[config.mk]
export PLATFORM = sky130hd
export DESIGN_NAME = uart_cmd_sequencer
export DESIGN_NICKNAME = d
export VERILOG_FILES = /design/src/rtl/uart_cmd_sequencer_pkg.sv /design/src/rtl/uart_cmd_sequencer.sv
export SDC_FILE = /design/constraint.sdc
export NUM_CORES = 1
export LEC_CHECK = 0
export CORE_MARGIN = 2
export CORE_UTILIZATION = 53
export CTS_BUF_LIST = sky130_fd_sc_hd__clkbuf_8
export DETAILED_ROUTE_END_ITERATION = 12
export MAX_ROUTING_LAYER = met4
export PLACE_DENSITY = 0.88
export SLEW_MARGIN = 20
export SYNTH_ARGS = -nofsm -noshare
export SYNTH_HDL_FRONTEND = slang
export SYNTH_SLANG_ARGS = --single-unit
[constraint.sdc]
create_clock -name CLK_I -period 5.6 [get_ports CLK_I]
set_clock_uncertainty 0.15 [all_clocks]
set_input_delay 0.56 -clock CLK_I [delete_from_list [all_inputs] [get_ports CLK_I]]
set_output_delay 0.56 -clock CLK_I [all_outputs]
set_load 0.05 [all_outputs]
[src/rtl/uart_cmd_sequencer_pkg.sv]
`default_nettype none
// ============================================================================
// Module   : uart_cmd_pkg
// Brief    : Opcodes, command-byte field positions and FSM states for the
//            UART command sequencer.
// Revision : 1.0
// ============================================================================
package uart_cmd_pkg;

  localparam int OPCODE_MSB = 7;
  localparam int OPCODE_LSB = 6;
  localparam int ADDR_MSB   = 5;
  localparam int ADDR_LSB   = 0;
  localparam int ADDR_WIDTH = 6;

  typedef enum logic [1:0] {
    OP_NOP   = 2'b00,
    OP_WRITE = 2'b01,
    OP_READ  = 2'b10,
    OP_RSVD  = 2'b11
  } opcode_t;

  typedef enum logic [2:0] {
    st_idle      = 3'd0,
    st_collect   = 3'd1,
    st_write     = 3'd2,
    st_read_req  = 3'd3,
    st_read_wait = 3'd4,
    st_send      = 3'd5
  } state_t;

endpackage
`default_nettype wire

[src/rtl/uart_cmd_sequencer.sv]
`default_nettype none
// ============================================================================
// Module   : uart_cmd_sequencer
// Brief    : Turns the tagged RX byte stream into register-bus writes/reads
//            and streams read data back toward the UART TX path.
// Revision : 1.0
// ============================================================================
module uart_cmd_sequencer
  import uart_cmd_pkg::*;
#(
  parameter int WORD_BYTES = 4
) (
  input  logic                    CLK_I,
  input  logic                    RST_I,
  input  logic                    RX_EMPTY_I,
  input  logic [7:0]              RX_DATA_I,
  input  logic                    RX_COMMAND_I,
  output logic                    RX_READ_O,
  output logic [ADDR_WIDTH-1:0]   ADDR_O,
  output logic [WORD_BYTES*8-1:0] WDATA_O,
  output logic                    WE_O,
  output logic                    RE_O,
  input  logic [WORD_BYTES*8-1:0] RDATA_I,
  input  logic                    RVALID_I,
  output logic [7:0]              TX_DATA_O,
  input  logic                    TX_FULL_I,
  output logic                    TX_WRITE_O,
  output logic                    BUSY_O,
  output logic                    ERR_O
);

  localparam int                 c_data_w = WORD_BYTES * 8;
  localparam int                 c_cnt_w  = $clog2(WORD_BYTES) + 1;
  localparam logic [c_cnt_w-1:0] c_last   = c_cnt_w'(WORD_BYTES - 1);

  state_t                r_state, w_state_nxt;
  logic [ADDR_WIDTH-1:0] r_addr, w_addr_nxt;
  logic [c_data_w-1:0]   r_wdata, w_wdata_nxt;
  logic [c_data_w-1:0]   r_rdata, w_rdata_nxt;
  logic [c_cnt_w-1:0]    r_cnt, w_cnt_nxt;
  logic                  w_rx_read;
  logic                  w_err;
  logic                  w_tx_write;
  logic [7:0]            w_tx_byte;
  opcode_t               w_opcode;

  always_ff @(posedge CLK_I) begin
    if (RST_I) begin
      r_state <= st_idle;
      r_addr  <= '0;
      r_wdata <= '0;
      r_rdata <= '0;
      r_cnt   <= '0;
    end else begin
      r_state <= w_state_nxt;
      r_addr  <= w_addr_nxt;
      r_wdata <= w_wdata_nxt;
      r_rdata <= w_rdata_nxt;
      r_cnt   <= w_cnt_nxt;
    end
  end

  always_comb begin
    w_state_nxt = r_state;
    w_addr_nxt  = r_addr;
    w_wdata_nxt = r_wdata;
    w_rdata_nxt = r_rdata;
    w_cnt_nxt   = r_cnt;
    w_rx_read   = 1'b0;
    w_err       = 1'b0;
    w_tx_write  = 1'b0;
    w_opcode    = opcode_t'(RX_DATA_I[OPCODE_MSB:OPCODE_LSB]);
    w_tx_byte   = '0;
    for (int i = 0; i < WORD_BYTES; i++) begin
      if (r_cnt == c_cnt_w'(i)) w_tx_byte = r_rdata[i*8 +: 8];
    end

    case (r_state)
      st_idle, st_collect: begin
        if (!RX_EMPTY_I) begin
          w_rx_read = 1'b1;
          if (RX_COMMAND_I) begin
            // A command mid-collect aborts the write and is then decoded as new.
            if (r_state == st_collect) w_err = 1'b1;
            w_state_nxt = st_idle;
            case (w_opcode)
              OP_WRITE: begin
                w_addr_nxt  = RX_DATA_I[ADDR_MSB:ADDR_LSB];
                w_wdata_nxt = '0;
                w_cnt_nxt   = '0;
                w_state_nxt = st_collect;
              end
              OP_READ: begin
                w_addr_nxt  = RX_DATA_I[ADDR_MSB:ADDR_LSB];
                w_state_nxt = st_read_req;
              end
              OP_RSVD: w_err = 1'b1;
              default: ;
            endcase
          end else if (r_state == st_collect) begin
            for (int i = 0; i < WORD_BYTES; i++) begin
              if (r_cnt == c_cnt_w'(i)) w_wdata_nxt[i*8 +: 8] = RX_DATA_I;
            end
            if (r_cnt == c_last) w_state_nxt = st_write;
            else                 w_cnt_nxt   = r_cnt + c_cnt_w'(1);
          end else begin
            w_err = 1'b1;
          end
        end
      end
      st_write:    w_state_nxt = st_idle;
      st_read_req: w_state_nxt = st_read_wait;
      st_read_wait: begin
        if (RVALID_I) begin
          w_rdata_nxt = RDATA_I;
          w_cnt_nxt   = '0;
          w_state_nxt = st_send;
        end
      end
      st_send: begin
        if (!TX_FULL_I) begin
          w_tx_write = 1'b1;
          if (r_cnt == c_last) w_state_nxt = st_idle;
          else                 w_cnt_nxt   = r_cnt + c_cnt_w'(1);
        end
      end
      default: w_state_nxt = st_idle;
    endcase

    // Nothing leaves the block while reset is held, even from a stale state.
    if (RST_I) begin
      w_rx_read  = 1'b0;
      w_err      = 1'b0;
      w_tx_write = 1'b0;
    end
  end

  assign RX_READ_O  = w_rx_read;
  assign ERR_O      = w_err;
  assign TX_WRITE_O = w_tx_write;
  assign TX_DATA_O  = w_tx_byte;
  assign ADDR_O     = r_addr;
  assign WDATA_O    = r_wdata;
  assign WE_O       = !RST_I && (r_state == st_write);
  assign RE_O       = !RST_I && (r_state == st_read_req);
  assign BUSY_O     = !RST_I && (r_state != st_idle);

endmodule
`default_nettype wire

-- Word level (Yosys, flattened, before mapping)
Cells that the tools add are included.
- mux-type cells: 41
- reductions and logical operators: 23
- add/sub/neg operators: 1
- eq/ne operators: 19
- bitwise operators: 1
- operators with widths (kind ; count):
    32-bit two-way mux ; 3
    8-bit two-way mux ; 8
    3-bit two-way mux ; 14
    5-bit AND reduction ; 4
    1-bit two-way mux ; 13
    3-bit by 2-bit == test with 1-bit output, second input constant ; 4
    3-bit case mux with 4 select lines ; 1
    6-bit AND reduction ; 2
    2-bit nonzero test ; 5
    3-bit case mux with 3 select lines ; 1
    2-bit != test, second input constant ; 4
    3-bit by 1-bit == test with 1-bit output, second input constant ; 2
    3-bit == test, second input constant ; 2
    3-bit zero test ; 2
    3-bit != test, second input constant ; 2
    3-bit nonzero test ; 2
    2-bit == test, second input constant ; 2
    2-bit case mux with 2 select lines ; 1
    4-bit AND reduction ; 1
    2-bit OR reduction ; 2
    3-bit by 1-bit adder with 3-bit output, second input constant ; 1
    1-bit logical AND ; 3
    3-bit by 2-bit != test with 1-bit output, second input constant ; 1
    2-bit by 1-bit == test with 1-bit output, second input constant ; 1
    4 further kinds ; 4
- word-level logic and storage cells: 93
- output and inout bits: 52
- input bits: 46
- register bits: 76

-- Logic depth before layout (Yosys ltp)
- depth after elaboration: 7
- gate-level depth with buffers: 7
- depth with buffers taken out: 6

-- Least setup slack after synthesis
Ideal clock, no wire load.
- kind: in2out
- start point: input RST_I
- end point: output WE_O
- required time: 4.890 ns
- buffers on the path: 2
- cell stages on the path: 3
- data arrival time: 2.566 ns
- setup slack: 2.324 ns
- cell sequence: clkbuf_1 > clkbuf_1 > nor4b_1
- word-level cells in the longest chain between the ends: 2
- ends and longest elaborated chain (what ; RTL line ; text):
    from (decl) ; uart_cmd_sequencer.sv:14 ; input logic RST_I,
    1-bit zero test ; uart_cmd_sequencer.sv:144 ; assign WE_O = !RST_I && (r_state == st_write);
    1-bit logical AND ; uart_cmd_sequencer.sv:144 ;
    to (decl) ; uart_cmd_sequencer.sv:21 ; output logic WE_O,
No other way between the ends.

-- Worst setup path after layout
- start point: register r_cnt[1]
- end point: output TX_DATA_O[6]
- word-level cells in the longest chain between the ends: 5
- elaborated cells on any way between the ends: 8
- classes of those cells: 3 x eq/ne; 4 x mux; 1 x reduce/logical
- ends and longest elaborated chain (what ; RTL line ; text):
    from (decl) ; uart_cmd_sequencer.sv:40 ; logic [c_cnt_w-1:0] r_cnt, w_cnt_nxt;
    from (signal assigned) ; uart_cmd_sequencer.sv:59 ; r_cnt <= w_cnt_nxt;
    3-bit zero test ; uart_cmd_sequencer.sv:75 ; if (r_cnt == c_cnt_w'(i)) w_tx_byte = r_rdata[i*8 +: 8];
    8-bit two-way mux (3 in a row) ; uart_cmd_sequencer.sv:75 ;
    8-bit two-way mux (*) ; uart_cmd_sequencer.sv:75 ;
    to (decl) ; uart_cmd_sequencer.sv:25 ; output logic [7:0] TX_DATA_O,
Every way passes the cells marked *; elsewhere a longest branch is shown, timed or not.

==> impl_metrics.ini <==
[layout]
layout.nets = 534
multiInputGateArea_mm2 = 0.00174
area_delta_synth_final_pct = 34.5
final_cell_count_no_fill = 563
register_area_mm2 = 0.00152
nFillCells = 487
layout-drive-gt1-share_pct = 6.17
antenna_cells = 0

[synthesis]
synth_area_mm2 = 0.00341
synthArstFlopShare_pct = 0
ys.flop_type = dfxtp_1
syn_nets = 453
netlist.area_leader.share_pct = 44.7
synth.avg_cell_area_um2 = 8.51
synthTopCellsByCount = dfxtp_1, nand2_1, a21oi_1
yosysMostFrequentCell = dfxtp_1
ys_seq_elements = 76
synth_top_area_cell = dfxtp_1
synthTopCellsByArea = dfxtp_1, mux2i_1, nand2_1, a21oi_1, nor2_1
synth_cells = 400
synth_edf_count = 0
ys_seq_area_share_pct = 44.7
yosys_warnings = 0
synth_cell_type_count = 37

[power]
powerDensity_mw_per_mm2 = 250
power_leakage_nw = 1.85
power.total_mw = 1.15
ir_drop_uv = 183

[timing]
rsz0062_at_grt = false
worst_slew_pin_slew_ns = 0.870
fin_crit_sh_pct = 61.6
fin_crit_ns = 3.45
finalSetupTns_ns = 0
slew_headroom_pct = 41.8
clock.fmax_mhz = 290
finalWorstSetupSlack_ns = 2.15
maxSlewViolCount = 0
setup-violations-final = 0
finalHoldViolCount = 0

[clocking]
numCtsBuffers = 9
clk_pin_slew_ns = 0.08
root_buffer = clkbuf_8
cts_setup_buffers = 0
cts.htree.levels = 3
cts_hold_buf = 0
cts_tree = done
clk_latency_ns = 0.35
cts_buffer_depth = 2
cts_sinks = 76
cts_resized = 0

[worst_hold_path]
hold_path_class = reg2reg

[grt]
grt_pass1_vias = 2870
overflow = 0
antenna_found_initial = 0
grtUsageTotal_pct = 24.6
grt_max_degree = 56
grt_pass1_wl_um = 13600

[floorplan]
start_util_pct = 54.3
num_rows = 29
die_h_um = 84.2
ioPinCount = 98
core_area_mm2 = 0.00628
dieArea_mm2 = 0.00708
dieWidth_um = 84.2

[setup_path]
path_max_fanout = 17
path_common_cell = a21oi_1
r2r_setup_slack_ns = 3.27
cp.required_ns = 4.89
critPathBufInv = 2
cp_cell_sequence = inv_1 > ha_1 > nand3b_1 > a21oi_1 > a21oi_1 > o21ai_0 > clkdlybuf4s50_1
crit_arrival_ns = 2.74
cp_top_family = buffers and inverters
slowest_delay_ns = 0.84
critPathKind = reg2out
cp-end-kind = primary output
worstSetupStartpointType = flip-flop
slowest_stage = clkdlybuf4s50_1

[detailed_routing]
drtPass1Iterations = 5
drt_wl_total_um = 8590
num_vias = 3003
antenna_left = 0
drt-initial-drc-count = 148
wire_per_inst_um = 15.2
post-route-drc-count = 0
via_per_inst = 5.33

[place]
gp_congestion = 0.787
post-place-ws_ns = 2.21
port_buffers = 97
dpl.cell_count = 547
dp.final_hpwl_um = 5940

[run_status]
status = finished, final reports clean

[flow_run]
drv_cap = 0
==> path summary, 6_finish.rpt <==
| path | from | to | cells after the start |
|---|---|---|---|
| worst max-delay path | r_cnt[1]$_SDFFE_PP0P_ | TX_DATA_O[6] | 7 |
| worst min-delay path | r_rdata[24]$_SDFFE_PP0P_ | r_rdata[24]$_SDFFE_PP0P_ | 2 |
| worst max register to register | r_cnt[0]$_SDFFE_PP0P_ | WDATA_O[21]$_SDFFE_PP0P_ | 6 |
| worst min register to register | r_rdata[24]$_SDFFE_PP0P_ | r_rdata[24]$_SDFFE_PP0P_ | 2 |
==> metal layers <==
| metal | routed length (um) | up-vias | part of all wire, % | global-route usage [%] |
|---|---|---|---|---|
| li1 | - | 1509 | - | - |
| met1 | 3600 | 1383 | 42 | 28.7 |
| met2 | 4310 | 103 | 50 | 41.6 |
| met3 | 610 | 8 | 7.1 | 7.96 |
| met4 | 68 | 0 | 0.79 | 5.57 |
| met5 | 0 | - | 0 | - |
==> per-stage QoR <==
stage               hold WS, ns  utilization (%)  cell area, um^2
floorplan                 0.286                -             3410
global placement          0.292             69.3             4350
detailed placement        0.299             69.3             4350
CTS                       0.310             72.9             4580
global route              0.325             73.0             4580
finish                    0.310             73.0             4580
==> area by class of cell <==
| cell class | count | area share (%) |
|---|---|---|
| inverter | 7 | 0.574 |
| tap | 77 | 2.10 |
| clock inverter | 7 | 2.16 |
| timing repair buffer | 98 | 21.3 |
| clock buffer | 9 | 2.70 |
| multi-input combinational | 289 | 38.0 |
| sequential | 76 | 33.2 |
==> state kept, by name, indices dropped and copies added, names as in the netlist <==
signal   flops
ADDR_O       6
WDATA_O     32
r_cnt        3
r_rdata     32
r_state      3
==> where the power goes <==
group          switching [mW]  total [mW]  internal [mW]
logic                  0.0692       0.128         0.0588
clock network           0.213       0.466          0.253
registers             0.00554       0.552          0.547
==> layout by cell type, fill, tap and decap left out, types with 3 or more instances in the layout <==
cell	netlist	layout
clkdlybuf4s50_1	0	96
dfxtp_1	76	76
nand2_1	75	75
a21oi_1	52	52
nor2_1	45	44
mux2i_1	38	38
nand3b_1	18	18
nor2b_1	11	11
o21ai_0	9	9
clkbuf_8	0	9
inv_1	7	7
ha_1	7	7
nand2b_1	4	4
nor3_1	3	3
a211oi_1	3	3
o211ai_2	3	3
==> cells by family after synthesis <==
family                   Yosys count  synth area share (%)
adder cells (fa/ha/maj)            7                  2.57
buffers and inverters             35                  4.45
AO/OA/AOI/OAI                     76                  13.3
flip-flops                        76                  44.7
AND/OR/NAND/NOR                  167                  23.5
multiplexers                      39                  11.5
==> worst min-delay path, cell delays in order (launching register included) <==
cell	delay (ns)
dfxtp_1	0.32
nand2_1	0.05
a21oi_1	0.05
(Power assumes the default switching activity.)
